===== src/rtl/ucore_pkg.sv =====
// Shared types and constants for the micro-engine job dispatcher.
package ucore_pkg;
    localparam int UCORE_W = 18;
    localparam int AXIS_X  = 0;
    localparam int AXIS_Y  = AXIS_X + 1;
    localparam int AXIS_Z  = AXIS_Y + 1;
    localparam int N_AXES  = AXIS_Z + 1;

    typedef enum logic [1:0] {
        IDLE  = 2'd0,
        ISSUE = 2'd1,
        WAIT  = 2'd2,
        RESP  = 2'd3
    } ucore_state_e;
endpackage


===== src/rtl/ucore_dispatcher.sv =====
// Hands one job at a time to the engine core, returns its result; UCORE_DISPATCH_TIMEOUT_EN adds a WAIT abort.
// Latency: accept->ISSUE 1 cycle, uc_done->res_valid 1 cycle.
// Backpressure: req_ready only in IDLE; RESP holds res_* stable until res_ready.
module ucore_dispatcher
    import ucore_pkg::*;
#(
    parameter int TIMEOUT_CYCLES = 255,
    parameter int W              = UCORE_W
) (
    input  logic                  clk,
    input  logic                  rst,
    input  logic                  req_valid,
    output logic                  req_ready,
    input  logic [4:0]            req_ptr,
    input  logic [N_AXES*W-1:0]   req_a,
    input  logic [N_AXES*W-1:0]   req_b,
    input  logic [N_AXES*W-1:0]   req_c,
    output logic                  uc_run,
    output logic [4:0]            uc_start_ptr,
    output logic [N_AXES*W-1:0]   uc_a,
    output logic [N_AXES*W-1:0]   uc_b,
    output logic [N_AXES*W-1:0]   uc_c,
    input  logic                  uc_ready,
    input  logic                  uc_done,
    input  logic [N_AXES*W-1:0]   uc_result,
    output logic                  res_valid,
    input  logic                  res_ready,
    output logic [N_AXES*W-1:0]   res_data,
    output logic                  res_timeout,
    output logic [15:0]           jobs_done
);

    if (TIMEOUT_CYCLES < 1 || TIMEOUT_CYCLES > 65535) begin : g_bad_timeout
        $error("ucore_dispatcher: TIMEOUT_CYCLES must be within 1..65535");
    end

    ucore_state_e state, state_nxt;
    logic accept, done_hit, expire, resp_taken, tmo_hit;

    always_comb begin
        state_nxt  = state;
        req_ready  = 1'b0;
        uc_run     = 1'b0;
        res_valid  = 1'b0;
        accept     = 1'b0;
        done_hit   = 1'b0;
        expire     = 1'b0;
        resp_taken = 1'b0;
        case (state)
            IDLE: begin
                req_ready = 1'b1;
                if (req_valid) begin
                    accept    = 1'b1;
                    state_nxt = ISSUE;
                end
            end
            ISSUE: begin
                if (uc_ready) begin
                    uc_run    = 1'b1;
                    state_nxt = WAIT;
                end
            end
            WAIT: begin
                // done wins over a simultaneous expiry
                if (uc_done) begin
                    done_hit  = 1'b1;
                    state_nxt = RESP;
                end else if (tmo_hit) begin
                    expire    = 1'b1;
                    state_nxt = RESP;
                end
            end
            RESP: begin
                res_valid = 1'b1;
                if (res_ready) begin
                    resp_taken = 1'b1;
                    state_nxt  = IDLE;
                end
            end
            default: state_nxt = IDLE;
        endcase
    end

    always_ff @(posedge clk) begin
        if (!rst) begin
            state        <= IDLE;
            uc_start_ptr <= '0;
            uc_a         <= '0;
            uc_b         <= '0;
            uc_c         <= '0;
            res_data     <= '0;
        end else begin
            state <= state_nxt;
            if (accept) begin
                uc_start_ptr <= req_ptr;
                uc_a         <= req_a;
                uc_b         <= req_b;
                uc_c         <= req_c;
            end
            if (done_hit) begin
                for (int ax = AXIS_X; ax <= AXIS_Z; ax++)
                    res_data[ax*W +: W] <= uc_result[ax*W +: W];
            end else if (expire) begin
                res_data <= '0;
            end
        end
    end

    always_ff @(posedge clk) begin
        if (!rst)
            jobs_done <= '0;
        else if (resp_taken)
            jobs_done <= jobs_done + 16'd1;
    end

`ifdef UCORE_DISPATCH_TIMEOUT_EN
    localparam logic [15:0] TMO_LAST = 16'(TIMEOUT_CYCLES - 1);
    logic [15:0] tmo_cnt;

    // counts completed WAIT cycles; cleared whenever not waiting
    always_ff @(posedge clk) begin
        if (!rst)
            tmo_cnt <= '0;
        else if (state == WAIT && !uc_done)
            tmo_cnt <= tmo_cnt + 16'd1;
        else
            tmo_cnt <= '0;
    end

    assign tmo_hit = (tmo_cnt == TMO_LAST);

    always_ff @(posedge clk) begin
        if (!rst)
            res_timeout <= 1'b0;
        else if (done_hit)
            res_timeout <= 1'b0;
        else if (expire)
            res_timeout <= 1'b1;
    end
`else
    assign tmo_hit     = 1'b0;
    assign res_timeout = 1'b0;
`endif

endmodule


===== config.mk =====
export PLATFORM = sky130hd
export DESIGN_NAME = ucore_dispatcher
export DESIGN_NICKNAME = d
export VERILOG_FILES = /design/src/rtl/ucore_pkg.sv /design/src/rtl/ucore_dispatcher.sv
export SDC_FILE = /design/constraint.sdc
export NUM_CORES = 1
export LEC_CHECK = 0
export ABC_AREA = 1
export CELL_PAD_IN_SITES_DETAIL_PLACEMENT = 1
export CELL_PAD_IN_SITES_GLOBAL_PLACEMENT = 1
export CORE_ASPECT_RATIO = 0.75
export CORE_MARGIN = 4
export CORE_UTILIZATION = 24
export DETAILED_ROUTE_END_ITERATION = 10
export PLACE_DENSITY_LB_ADDON = 0.1
export SLEW_MARGIN = 20
export SYNTH_ARGS = -nofsm -noshare
export SYNTH_HDL_FRONTEND = slang
export SYNTH_SLANG_ARGS = --single-unit

===== constraint.sdc =====
create_clock -name clk -period 1.25 [get_ports clk]
set_input_delay 0.3125 -clock clk [delete_from_list [all_inputs] [get_ports clk]]
set_output_delay 0.3125 -clock clk [all_outputs]
set_load 0.03 [all_outputs]

After elaboration in Yosys (flattened, before gate mapping)
Cells that the tools add are included.
{"block": "op_classes", "n_addsub": 1, "n_eq_ne": 7, "n_reduce_logical": 2, "mux": 16}
{"cell": "two-way mux 54 bit", "n": 1}
{"cell": "adder 16 x 1 -> 16 bit, second input constant", "n": 1}
{"cell": "two-way mux 1 bit", "n": 10}
{"cell": "two-way mux 2 bit", "n": 4}
{"cell": "!= test 2 bit, second input constant", "n": 4}
{"cell": "one-hot mux 2 bit (4 select lines)", "n": 1}
{"cell": "equality test 2 bit, second input constant", "n": 2}
{"cell": "AND reduction 4 bit", "n": 1}
{"cell": "equality test 2 x 1 -> 1 bit, second input constant", "n": 1}
{"cell": "logical NOT 2 bit", "n": 1}
{"block": "totals", "register_bits": 239, "output_inout_bits": 241, "in_bits": 227}

Depth between registers and ports, before layout
Gate-level depths: netlist of the first run.
{"block": "logic_depth", "depth_word": 3, "mapped_depth": 9, "mapped_depth_nobuf": 9}

Least setup slack after synthesis of the first run
OpenSTA, ideal clock, no wires.
{"block": "synth_timing", "path_type": "reg-to-reg", "start": "register state[0]", "end": "register uc_a[16]", "t_arrival_ns": 1.459, "t_required_ns": 1.134, "stages_incl_launch_ff": 8, "slack_ns": -0.324, "period_less_slack_ns": 1.574, "setup_ns": 0.116, "cell_sequence": "dfxtp_1 -> inv_1 -> ha_1 -> nand2_2 -> buf_4 -> clkbuf_1 -> o21ai_0 -> nor2_1"}
{"block": "synth_via", "elab_chain_len": 2}
{"element": "start, declared", "line_no": "ucore_dispatcher.sv:37", "source": "ucore_state_e state, state_nxt;"}
{"element": "start signal, assigned", "line_no": "ucore_dispatcher.sv:93", "source": "state <= state_nxt;"}
{"element": "logical NOT 2 bit", "line_no": "ucore_dispatcher.sv:49", "source": "case (state)"}
{"element": "two-way mux 1 bit", "line_no": "ucore_dispatcher.sv:49"}
{"element": "end signal, assigned", "line_no": "ucore_dispatcher.sv:96", "source": "uc_a <= req_a;"}
{"element": "end, declared", "line_no": "ucore_dispatcher.sv:20", "source": "output logic [N_AXES*W-1:0] uc_a,"}
Every way passes these cells.
A chain may end at the register's enable or synchronous reset.

Final worst setup path of the first run
{"block": "layout_timing", "start": "register state[0]", "end": "output port req_ready"}
{"block": "layout_via", "elab_chain_len": 2}
{"element": "logical NOT 2 bit", "line_no": "ucore_dispatcher.sv:49"}
{"element": "two-way mux 1 bit", "line_no": "ucore_dispatcher.sv:49"}
{"element": "end, declared", "line_no": "ucore_dispatcher.sv:13", "source": "output logic req_ready,"}
Every way passes these cells.

==> tab_implementation.tex, run 1 <==
\begin{tabular}{lr}
\hline
Metric & Value \\
\hline
\multicolumn{2}{l}{\textbf{Worst setup path}} \\
\quad Length in cells of the worst reg-to-reg path & 11 \\
\quad Data arrival time at the worst-slack endpoint & 1450 ps \\
\quad Critical Path Start Type & flip-flop \\
\quad Cell with the most instances on the worst path & buf\_6 \\
\quad Setup Crit Path Kind & reg2out \\
\quad Buffers plus inverters on the worst setup path & 4 \\
\quad Ordered cell list for the critical path & inv\_4 -> buf\_6 -> ha\_4 -> buf\_6 -> buf\_8 \\
\quad Kind of cell with the highest combined delay on the critical path & flip-flops \\
\quad Worst path max stage delay & 380 ps \\
\quad Capture point of the worst reg-to-reg path & uc\_c[19] \\
\quad Type of destination of the critical path & output port \\
\quad Data required time at the worst endpoint & 940 ps \\
\quad Slack of the worst reg-to-reg path & -490 ps \\
\quad Slowest stage cell, crit path & dfxtp\_4 \\
\quad RR Startpoint & state[0] \\
\quad Critical path peak fanout & 3 \\
\multicolumn{2}{l}{\textbf{CTS}} \\
\quad TritonCTS clock tree & done \\
\quad Clock tree sinks & 239 \\
\quad Root buffer cell & clkbuf\_16 \\
\quad Register clock-pin slew on the reported worst setup and hold paths & 70 ps \\
\quad Clock latency reported for the late side of the worst-skew pair & 540 ps \\
\quad H-tree level count & 1 \\
\quad Number of buffers inserted during clock tree synthesis & 27 \\
\quad Clock buffer depth & 3 \\
\multicolumn{2}{l}{\textbf{Synthesis}} \\
\quad Gate Count Post-Synth & 1113 \\
\quad Most instantiated flip-flop cell in the synthesis netlist & dfxtp\_1 \\
\quad Synthesis warning total & 0 \\
\quad Synthesized cell area & 0.008516 mm\^{}2 \\
\quad Register bit count reported by yosys & 239 \\
\quad Number of distinct library cell variants in the gate-level netlist after synthesis & 22 \\
\quad Number of flops mapped to enable cells by yosys & 0 \\
\quad Net count after synthesis & 1346 \\
\quad Ys async rst share & 0 \\
\quad Syn avg cell area & 7.651 um\^{}2 \\
\quad Proportion of synthesized chip area in sequential cells & 0.5619 \\
\multicolumn{2}{l}{\textbf{Detailed routing}} \\
\quad Final routed DRC violation total & 0 \\
\quad Wire length after detailed routing & 45100 um \\
\quad Routed wire per std cell & 20.84 um \\
\quad Via count & 9794 \\
\quad Number of violations reported at the end of detailed-routing iteration 0 & 270 \\
\quad Pre-Repair DR Iteration Count & 4 \\
\quad Post-route antenna net violation count & 0 \\
\quad Vias per cell & 4.526 \\
\multicolumn{2}{l}{\textbf{Timing}} \\
\quad Portion of the clock cycle consumed by the worst path in the final layout & 1.409 \\
\quad Crit path time final & 1762 ps \\
\quad Final setup violation count & 479 \\
\quad Final worst-path setup slack & -511.7 ps \\
\quad Clock skew & 14.94 ps \\
\quad Final hold slack & 50.61 ps \\
\quad Max Slew Vio Count & 0 \\
\quad Setup repair after global routing missed its margin & yes \\
\quad Maximum achievable frequency & 0.5676 GHz \\
\quad Final hold vios & 0 \\
\multicolumn{2}{l}{\textbf{Die}} \\
\quad Count of standard-cell rows & 59 \\
\quad DIE AREA & 0.03859 mm\^{}2 \\
\quad I/O pin count & 468 \\
\quad Core box area & 0.03484 mm\^{}2 \\
\quad Effective utilization at floorplan & 0.2444 \\
\quad DIE HEIGHT & 171.1 um \\
\quad Die X & 225.5 um \\
\multicolumn{2}{l}{\textbf{Power}} \\
\quad IR Drop Worst-Case VDD & 0.7448 mV \\
\quad Leakage dissipation & 7.511 nW \\
\quad Power Density & 2284 mW/mm\^{}2 \\
\multicolumn{2}{l}{\textbf{Layout}} \\
\quad Number of standard cells in the layout, taps in and fillers out & 2164 \\
\quad Final layout net count & 1920 \\
\quad Area Growth Syn to Fin & 107.5\% \\
\quad Layout cells sized above 1 & 0.3865 \\
\multicolumn{2}{l}{\textbf{Place}} \\
\quad GPL Wtd Cong & 0.7645 \\
\quad Dpl cells & 2016 \\
\quad IO Port Bufs & 466 \\
\quad Half-perimeter wire length after detailed placement & 27410 um \\
\multicolumn{2}{l}{\textbf{Global routing}} \\
\quad GRT Resource Usage Total & 0.2174 \\
\quad Largest net degree at the start of global routing & 61 \\
\quad First-pass GRT wire length & 64230 um \\
\quad Number of antenna violations at the first check in global routing & 4 \\
\quad Vias in the first global route & 10133 \\
\quad Residual overflow from global routing & 0 \\
\multicolumn{2}{l}{\textbf{Hold path}} \\
\quad Startpoint of the worst hold path & rst \\
\quad Hold-critical path endpoint & state[0] \\
\quad Hold Path Class & in2reg \\
\quad Cell depth of the worst hold path & 3 \\
\multicolumn{2}{l}{\textbf{Run}} \\
\quad Max-cap violations & 0 \\
\multicolumn{2}{l}{\textbf{Outcome}} \\
\quad Violated checks & negative setup slack \\
\quad Outcome & complete, but fails checks \\
\hline
\end{tabular}
==> cells by family (layout without fill, tap and decap cells) <==
family	after synthesis	count (layout)	share of synthesized area
buffers and inverters	102	693	0.05054
adders and majority gates	6	6	0.008816
and+or+nand+nor	525	526	0.2364
other	1	3	0.0004404
AOI/OAI and AO/OA	240	240	0.1419
DFF	239	239	0.5619
==> cell usage in the layout (no fill, tap or decap), types with 3 or more instances in the layout <==
cell type	netlist	final
a21oi_1	8	8
buf_12	0	39
buf_16	0	48
buf_4	5	263
buf_6	0	27
buf_8	0	7
clkbuf_16	0	32
clkbuf_8	0	10
clkdlybuf4s50_1	0	225
clkinv_2	0	5
dfxtp_1	239	227
dfxtp_2	0	6
dfxtp_4	0	6
ha_4	0	5
inv_1	26	24
inv_16	0	3
nand2_1	35	34
nand2_8	0	3
nand3_1	9	8
nor2_1	471	339
nor2_2	1	79
nor2_4	0	54
nor3_1	3	3
o21ai_0	224	97
o21ai_1	4	71
o21ai_2	0	58
==> power breakdown <==
part / internal, W / leakage (nW) / total, W / switching, W
clock: 0.00505 / 0.467 / 0.00836 / 0.00331
combinational: 0.0102 / 5.07 / 0.0212 / 0.0110
sequential: 0.00944 / 1.97 / 0.0108 / 0.00134
total: 0.0247 / 7.51 / 0.0404 / 0.0157
==> synth_stat cells (3+ instances only) <==
master	n	area, um^2
o21ai_1	4	20.02
nor3_1	3	15.01
ha_1	6	75.07
clkbuf_1	45	168.9
buf_4	5	37.54
nor2_1	471	1768
nand2_1	35	131.4
buf_2	23	115.1
nand2_2	3	18.77
inv_1	26	97.59
o21ai_0	224	1121
nand3_1	9	45.04
dfxtp_1	239	4785
a21oi_1	8	40.04
inv_2	3	11.26
==> how the worst max path moves through the flow <==
| stage | from | end | slack, ps | depth (start not counted) |
|---|---|---|---|---|
| after global placement | req_valid | uc_c[13] | -430 | 5 |
| after detailed placement | req_valid | uc_c[13] | -460 | 5 |
| after global routing | state[0] | uc_c[18] | -580 | 11 |
| final | state[0] | req_ready | -510 | 5 |
| after floorplan | state[1] | jobs_done[12] | -40 | 6 |
| after CTS | state[0] | req_ready | -550 | 5 |
==> repair_timing <==
action | CTS | global route
setup buffers | 49 | 1
setup endpoints to repair | 475 | 479
hold buffers | 0 | 0
resized for setup | 378 | 130
pin swaps | 34 | 3
hold endpoints to repair | 0 | 0
cloned | 46 | 6
==> worst register-to-register path, stage by stage, from the launching register on <==
cell and delay (ps):
dfxtp_4 360, inv_4 50, buf_6 90, ha_4 120
buf_4 150, nand2_8 80, buf_12 180, buf_12 150
buf_12 130, buf_16 140, o21ai_2 100, nor2_1 60
==> per-layer routing <==
layer / part of all wire / vias to the layer above / wire [um] / GRT usage
li1: - / 4731 / - / -
met1: 0.40 / 4723 / 18010 / 0.2532
met2: 0.50 / 276 / 22540 / 0.3859
met3: 0.081 / 58 / 3664 / 0.07942
met4: 0.019 / 6 / 849 / 0.04578
met5: 0.00084 / - / 38 / 0
==> per-stage QoR <==
stage / instance area, um^2 / total power [W] / TNS (ps) / utilization / setup slack, ps
detailed placement: 13550 / 0.02376 / -79760 / 0.3888 / -462.1
floorplan: 8656 / 0.01809 / -4755 / - / -40.58
global placement: 13550 / 0.02352 / -77540 / 0.3888 / -432.7
finish: 17670 / 0.04037 / -106540 / 0.5072 / -511.7
CTS: 17250 / 0.03967 / -129760 / 0.4950 / -547.7
global route: 17670 / 0.04248 / -137700 / 0.5071 / -578.9
==> area by class of cell <==
class | instances | area [um^2]
fill | 3927 | 17170
inverter | 29 | 146.4
sequential | 239 | 4815
timing repair inverter | 2 | 36.28
tap | 457 | 571.8
timing repair buffer | 615 | 6903
clock buffer | 40 | 845.8
antenna | 2 | 5.005
clock inverter | 7 | 85.08
multi-input combinational | 773 | 4264
==> flip-flops by register name, summed over array words and instances (netlist names) <==
name / cells
jobs_done: 16
res_data: 54
state: 2
uc_a: 54
uc_b: 54
uc_c: 54
uc_start_ptr: 5
No activity file was read; power rests on OpenSTA's default activity.
==> run 2: changes to the inputs <==
Settings changed: CTS_BUF_LIST set to sky130_fd_sc_hd__clkbuf_4.
==> run 2 against run 1 <==
  * The flow still finishes with violations (negative setup slack)
  * Sequential power increased by 7%
  * Non-clock buffer count grew 2
  * Global-route usage decreased by 0.58 points
  * Critical path type unchanged
  * Routed wire length up 3.5%
  * Setup slack got worse by 170 ps
  * Fmax is 8.6% lower
  * Die area did not move
==> tab_implementation.tex, run 2 (same netlist as run 1, synthesis figures left out) <==
\begin{tabular}{lr}
\hline
Metric & Value \\
\hline
\multicolumn{2}{l}{\textbf{Timing}} \\
\quad Max Slew Vio Count & 0 \\
\quad Crit path time final & 1928 ps \\
\quad Slew headroom & 0.5970 \\
\quad Clock skew & 34.66 ps \\
\quad Final setup violation count & 478 \\
\quad Final hold vios & 0 \\
\quad Final hold slack & 173.4 ps \\
\quad Setup repair after global routing missed its margin & yes \\
\quad Maximum achievable frequency & 0.5188 GHz \\
\quad Final worst-path setup slack & -677.5 ps \\
\quad Actual transition at the worst max-transition pin & 602.6 ps \\
\quad Portion of the clock cycle consumed by the worst path in the final layout & 1.542 \\
\multicolumn{2}{l}{\textbf{Detailed routing}} \\
\quad Uppermost routed layer & met5 \\
\quad Pre-Repair DR Iteration Count & 4 \\
\quad WL met2 & 23230 um \\
\quad Number of violations reported at the end of detailed-routing iteration 0 & 279 \\
\quad Post-route antenna net violation count & 0 \\
\quad Wire length after detailed routing & 46680 um \\
\quad Via count & 10104 \\
\quad Total met3 wirelength after detailed routing & 3950 um \\
\quad Routed met1 length & 18420 um \\
\quad Vias per cell & 4.501 \\
\quad Routed wire per std cell & 20.79 um \\
\quad Final routed DRC violation total & 0 \\
\multicolumn{2}{l}{\textbf{Layout}} \\
\quad Most frequent standard cell in the layout excluding fill and tap cells & nor2\_1 \\
\quad Area Growth Syn to Fin & 123.6\% \\
\quad Post-route cell area & 0.01904 mm\^{}2 \\
\quad Final layout net count & 1968 \\
\quad Footprint of the multi-input gates & 0.004707 mm\^{}2 \\
\quad Sequential cell area & 0.005104 mm\^{}2 \\
\quad Most frequent cells in the layout & nor2\_1 (315), buf\_6 (255), dfxtp\_2 (231) \\
\quad Filler Cell Count & 3860 \\
\quad Layout cells sized above 1 & 0.5661 \\
\quad Number of standard cells in the layout, taps in and fillers out & 2245 \\
\multicolumn{2}{l}{\textbf{Global routing}} \\
\quad Number of antenna violations at the first check in global routing & 5 \\
\quad Largest net degree at the start of global routing & 61 \\
\quad First-pass GRT wire length & 62190 um \\
\quad Residual overflow from global routing & 0 \\
\quad GRT Resource Usage Total & 0.2116 \\
\quad Vias in the first global route & 10213 \\
\multicolumn{2}{l}{\textbf{Worst setup path}} \\
\quad Data required time at the worst endpoint & 940 ps \\
\quad Ordered cell list for the critical path & inv\_4 -> buf\_6 -> ha\_4 -> buf\_6 -> buf\_8 \\
\quad Capture point of the worst reg-to-reg path & uc\_start\_ptr[0] \\
\quad Setup Crit Path Kind & reg2out \\
\quad Data arrival time at the worst-slack endpoint & 1620 ps \\
\quad Type of destination of the critical path & output port \\
\quad Slack of the worst reg-to-reg path & -510 ps \\
\quad Launch point of the critical path & state[0] \\
\quad RR Startpoint & state[0] \\
\quad Length in cells of the worst reg-to-reg path & 12 \\
\quad Worst path max stage delay & 370 ps \\
\quad Buffers plus inverters on the worst setup path & 4 \\
\quad Kind of cell with the highest combined delay on the critical path & buffers and inverters \\
\quad Critical Path Start Type & flip-flop \\
\quad Critical path peak fanout & 3 \\
\quad Slowest stage cell, crit path & dfxtp\_4 \\
\quad Cell with the most instances on the worst path & buf\_6 \\
\multicolumn{2}{l}{\textbf{Die}} \\
\quad DIE HEIGHT & 171.1 um \\
\quad Effective utilization at floorplan & 0.2444 \\
\quad Core box area & 0.03484 mm\^{}2 \\
\quad DIE AREA & 0.03859 mm\^{}2 \\
\quad Count of standard-cell rows & 59 \\
\quad Die X & 225.5 um \\
\quad I/O pin count & 468 \\
\multicolumn{2}{l}{\textbf{Hold path}} \\
\quad Startpoint of the worst hold path & uc\_result[31] \\
\quad Hold-critical path endpoint & res\_data[31] \\
\quad Cell depth of the worst hold path & 3 \\
\quad Hold Path Class & in2reg \\
\multicolumn{2}{l}{\textbf{CTS}} \\
\quad TritonCTS clock tree & done \\
\quad Clock buffer depth & 3 \\
\quad Number of buffers inserted during clock tree synthesis & 69 \\
\quad H-tree level count & 3 \\
\quad Clock tree sinks & 239 \\
\quad Clock latency reported for the late side of the worst-skew pair & 740 ps \\
\quad Root buffer cell & clkbuf\_4 \\
\quad Register clock-pin slew on the reported worst setup and hold paths & 70 ps \\
\multicolumn{2}{l}{\textbf{Power}} \\
\quad Comb power frac & 0.536 \\
\quad Leakage dissipation & 7.922 nW \\
\quad Fraction of power spent switching nets & 0.4007 \\
\quad Portion of total power attributed to the clock network & 0.187 \\
\quad Sequential cell fraction of total power & 0.277 \\
\quad Cell-internal power & 0.02511 W \\
\quad Power Density & 2201 mW/mm\^{}2 \\
\quad IR Drop Worst-Case VDD & 0.6873 mV \\
\quad Switching power of the nets & 0.01679 W \\
\multicolumn{2}{l}{\textbf{Place}} \\
\quad Half-perimeter wire length after detailed placement & 27410 um \\
\quad GPL Wtd Cong & 0.7645 \\
\quad Worst setup slack after placement & -462.1 ps \\
\quad Dpl cells & 2016 \\
\quad IO Port Bufs & 466 \\
\quad Cell area reported after detailed placement & 0.01355 mm\^{}2 \\
\multicolumn{2}{l}{\textbf{Run}} \\
\quad Max-cap violations & 0 \\
\multicolumn{2}{l}{\textbf{Outcome}} \\
\quad Outcome & complete, but fails checks \\
\quad Violated checks & negative setup slack \\
\hline
\end{tabular}
run 2: routing by layer:
metal,vias up,global-route usage
li1,4870,-
met1,4834,0.2404
met2,317,0.3575
met3,77,0.09245
met4,6,0.07320
met5,-,0
run 2: tightest hold or removal path, stage by stage:
cell	delay [ps]
clkdlybuf4s50_1	390
o21ai_1	130
nor2_1	40
run 2: layout make-up:
cell class / instances / share of cell area
timing repair inverter: 5 / 0.005061
antenna: 4 / 0.0005258
clock inverter: 13 / 0.005455
timing repair buffer: 617 / 0.3939
multi-input combinational: 774 / 0.2473
inverter: 29 / 0.007493
sequential: 239 / 0.2681
tap: 457 / 0.03004
clock buffer: 107 / 0.04220
run 2: per-stage QoR:
step	setup TNS, ps	util	total power (W)
after CTS	-174960	0.4959	0.03809
after detailed placement	-79760	0.3888	0.02376
after floorplan	-4755	-	0.01809
after global routing	-189390	0.5462	0.04417
final	-146710	0.5464	0.04189
after global placement	-77540	0.3888	0.02352
run 2: worst max path at each step:
stage | endpoint | slack [ps] | cells after the start
finish | req_ready | -680 | 5
global route | req_ready | -800 | 5
CTS | req_ready | -760 | 5
detailed placement | uc_c[13] | -460 | 5
global placement | uc_c[13] | -430 | 5
floorplan | jobs_done[12] | -40 | 6
run 2: repair_timing:
action                                 in CTS  in global routing
gates resized for setup                   671                400
setup endpoints to repair                 476                479
cloned                                     29                 29
buffers inserted                           42                 19
pin swaps                                  17                 58
hold buffers                                1                  0
endpoints found under the hold margin      34                  0
run 2: power by group through the flow:
stage	registers (W)	logic [W]	clock network (W)
after floorplan	0.0139	0.00423	0
after global placement	0.0105	0.0130	0
after detailed placement	0.0106	0.0132	0
after CTS	0.0112	0.0187	0.00815
after global routing	0.0118	0.0237	0.00864
final	0.0116	0.0224	0.00784
==> run 3: changes to the inputs <==
Settings changed: CAP_MARGIN set to 20, PLACE_DENSITY set to 0.78, PLACE_DENSITY_LB_ADDON 0.1 to unset.
==> run 3 against run 2 <==
  * Register-to-register slack improved by 50 ps
  * First-iteration DRC count increased by 63%
  * Utilization is 1.0 points lower
  * Die area unchanged
  * Combinational power is 5% lower
  * Global-route usage is 0.10 points lower
  * Worst hold slack improved by 55 ps
  * Routed wire length increased by 12%
  * The flow still finishes with violations (negative setup slack)
  * Largest cell class unchanged
  * Critical path type unchanged
  * Count of clock-buffer cells in the layout fell by 6
  * Total power fell by 1.8%
  * Critical path depth down 1
==> tab_implementation.tex, run 3 (same netlist as run 1, synthesis figures left out) <==
\begin{tabular}{lr}
\hline
Metric & Value \\
\hline
\multicolumn{2}{l}{\textbf{Worst setup path}} \\
\quad Data required time at the worst endpoint & 940 ps \\
\quad Setup Crit Path Kind & reg2out \\
\quad Kind of cell with the highest combined delay on the critical path & flip-flops \\
\quad Ordered cell list for the critical path & inv\_6 -> ha\_4 -> buf\_6 -> buf\_6 \\
\quad Cell with the most instances on the worst path & buf\_6 \\
\quad Worst path max stage delay & 390 ps \\
\quad Slack of the worst reg-to-reg path & -460 ps \\
\quad Critical Path Start Type & flip-flop \\
\quad Type of destination of the critical path & output port \\
\quad Slowest stage cell, crit path & dfxtp\_4 \\
\quad Critical path peak fanout & 3 \\
\quad Data arrival time at the worst-slack endpoint & 1520 ps \\
\quad Buffers plus inverters on the worst setup path & 3 \\
\multicolumn{2}{l}{\textbf{Layout}} \\
\quad Post-route cell area & 0.01869 mm\^{}2 \\
\quad Final layout net count & 1986 \\
\quad Layout cells sized above 1 & 0.5523 \\
\quad Most frequent standard cell in the layout excluding fill and tap cells & nor2\_1 \\
\quad Most frequent cells in the layout & nor2\_1 (338), buf\_6 (247), clkdlybuf4s50\_1 (225) \\
\quad Area Growth Syn to Fin & 119.5\% \\
\quad Number of standard cells in the layout, taps in and fillers out & 2269 \\
\multicolumn{2}{l}{\textbf{Timing}} \\
\quad Final worst-path setup slack & -583.7 ps \\
\quad Maximum achievable frequency & 0.5453 GHz \\
\quad Final hold vios & 0 \\
\quad Clock skew & 40.07 ps \\
\quad Max Slew Vio Count & 0 \\
\quad Setup repair after global routing missed its margin & yes \\
\quad Portion of the clock cycle consumed by the worst path in the final layout & 1.467 \\
\quad Final setup violation count & 478 \\
\quad Crit path time final & 1834 ps \\
\multicolumn{2}{l}{\textbf{Die}} \\
\quad Count of standard-cell rows & 59 \\
\quad Die X & 225.5 um \\
\quad DIE HEIGHT & 171.1 um \\
\quad DIE AREA & 0.03859 mm\^{}2 \\
\quad Core box area & 0.03484 mm\^{}2 \\
\quad Effective utilization at floorplan & 0.2444 \\
\quad I/O pin count & 468 \\
\multicolumn{2}{l}{\textbf{Global routing}} \\
\quad Largest net degree at the start of global routing & 72 \\
\quad First-pass GRT wire length & 63290 um \\
\quad Number of antenna violations at the first check in global routing & 7 \\
\quad Vias in the first global route & 11167 \\
\quad GRT Resource Usage Total & 0.2106 \\
\quad Residual overflow from global routing & 0 \\
\multicolumn{2}{l}{\textbf{Power}} \\
\quad Power Density & 2202 mW/mm\^{}2 \\
\quad Switching power of the nets & 0.01674 W \\
\quad Total Power & 0.04116 W \\
\quad Fraction of power spent switching nets & 0.4068 \\
\quad Leakage dissipation & 7.876 nW \\
\quad Comb power frac & 0.517 \\
\quad Portion of total power attributed to the clock network & 0.204 \\
\quad IR Drop Worst-Case VDD & 1.174 mV \\
\quad Cell-internal power & 0.02441 W \\
\quad Sequential cell fraction of total power & 0.279 \\
\multicolumn{2}{l}{\textbf{Detailed routing}} \\
\quad Post-route antenna net violation count & 0 \\
\quad Via count & 10820 \\
\quad Number of violations reported at the end of detailed-routing iteration 0 & 455 \\
\quad Routed wire per std cell & 23.07 um \\
\quad Vias per cell & 4.769 \\
\quad Pre-Repair DR Iteration Count & 5 \\
\quad Wire length after detailed routing & 52350 um \\
\quad Final routed DRC violation total & 0 \\
\multicolumn{2}{l}{\textbf{CTS}} \\
\quad TritonCTS clock tree & done \\
\quad Number of buffers inserted during clock tree synthesis & 69 \\
\quad Clock latency reported for the late side of the worst-skew pair & 710 ps \\
\quad Clock tree sinks & 239 \\
\quad Clock buffer depth & 3 \\
\quad Register clock-pin slew on the reported worst setup and hold paths & 70 ps \\
\quad H-tree level count & 3 \\
\quad Root buffer cell & clkbuf\_4 \\
\multicolumn{2}{l}{\textbf{Place}} \\
\quad IO Port Bufs & 466 \\
\quad Cell area reported after detailed placement & 0.01349 mm\^{}2 \\
\quad GPL Wtd Cong & 0.7688 \\
\quad Half-perimeter wire length after detailed placement & 26040 um \\
\quad Dpl cells & 2003 \\
\multicolumn{2}{l}{\textbf{Hold path}} \\
\quad Hold Path Class & in2reg \\
\multicolumn{2}{l}{\textbf{Outcome}} \\
\quad Outcome & complete, but fails checks \\
\quad Violated checks & negative setup slack \\
\multicolumn{2}{l}{\textbf{Run}} \\
\quad Max-cap violations & 0 \\
\hline
\end{tabular}
==> run 3: cell count changes in the layout (fill, tap and decap cells not counted), moves of 17 or more <==
cell	previous run	this run
buf_4	46	89
dfxtp_4	8	29
nor2_4	101	45
o21ai_1	51	71
nor2_1	315	338
dfxtp_2	231	210
nor2_2	56	89
o21ai_2	83	66
==> run 3: metal layers <==
layer  vias to the layer above  GRT usage  share of wire
met3                       158    0.09057          0.084
met2                       495     0.3779           0.52
li1                       4904          -              -
met1                      5261     0.2143           0.36
met4                         2    0.09343          0.042
met5                         -          0        0.00025
==> run 3: stage by stage <==
| stage | worst slack [ps] | setup TNS [ps] | hold slack [ps] | util |
|---|---|---|---|---|
| 2_1_floorplan | -40.58 | -4755 | 458.1 | - |
| 5_1_grt | -700.3 | -170040 | 142.9 | 0.5363 |
| 3_3_place_gp | -427.7 | -74310 | 448.3 | 0.3871 |
| 6_report | -583.7 | -130130 | 228.2 | 0.5364 |
| 4_1_cts | -704.9 | -136800 | 105.1 | 0.4817 |
| 3_5_place_dp | -448.1 | -83170 | 456.5 | 0.3871 |
==> run 3: power groups by stage <==
stage | combinational, W | sequential, W | clock, W
2_1_floorplan | 0.00423 | 0.0139 | 0
3_3_place_gp | 0.0127 | 0.0105 | 0
3_5_place_dp | 0.0131 | 0.0106 | 0
4_1_cts | 0.0164 | 0.0112 | 0.00850
5_1_grt | 0.0223 | 0.0117 | 0.00909
6_report | 0.0213 | 0.0115 | 0.00839
==> run 3: layout make-up <==
class,instances,area (um^2)
well taps,457,571.8
repair buffers,640,7491
repair inverters,1,11.26
inverters,29,157.7
clock buffers,101,758.2
diodes,5,12.51
clock inverters,24,206.4
flip-flops and latches,239,5156
multi-input cells,773,4324
fillers,3802,16150
==> run 3: repair_timing <==
action,in CTS,in global routing
cloned,14,30
setup endpoints to repair,476,479
hold endpoints to repair,22,0
hold buffers,1,0
pin swaps,5,18
gates resized for setup,640,334
setup buffers,45,54
==> run 3: final timing paths <==
kind | start | to | depth (start not counted)
max | state[1] | req_ready | 4
min reg2reg | uc_a[16] | uc_a[16] | 2
min | req_a[33] | uc_a[33] | 3
max reg2reg | state[1] | uc_a[24] | 10
==> run 3: worst reg2reg max path: stages (launching register included) <==
cell and delay, ps:
dfxtp_4 370, inv_6 80, ha_4 150, buf_4 140, nand2_8 120, buf_6 170, buf_12 140, buf_16 150
buf_6 130, o21ai_2 110, nor2_1 50
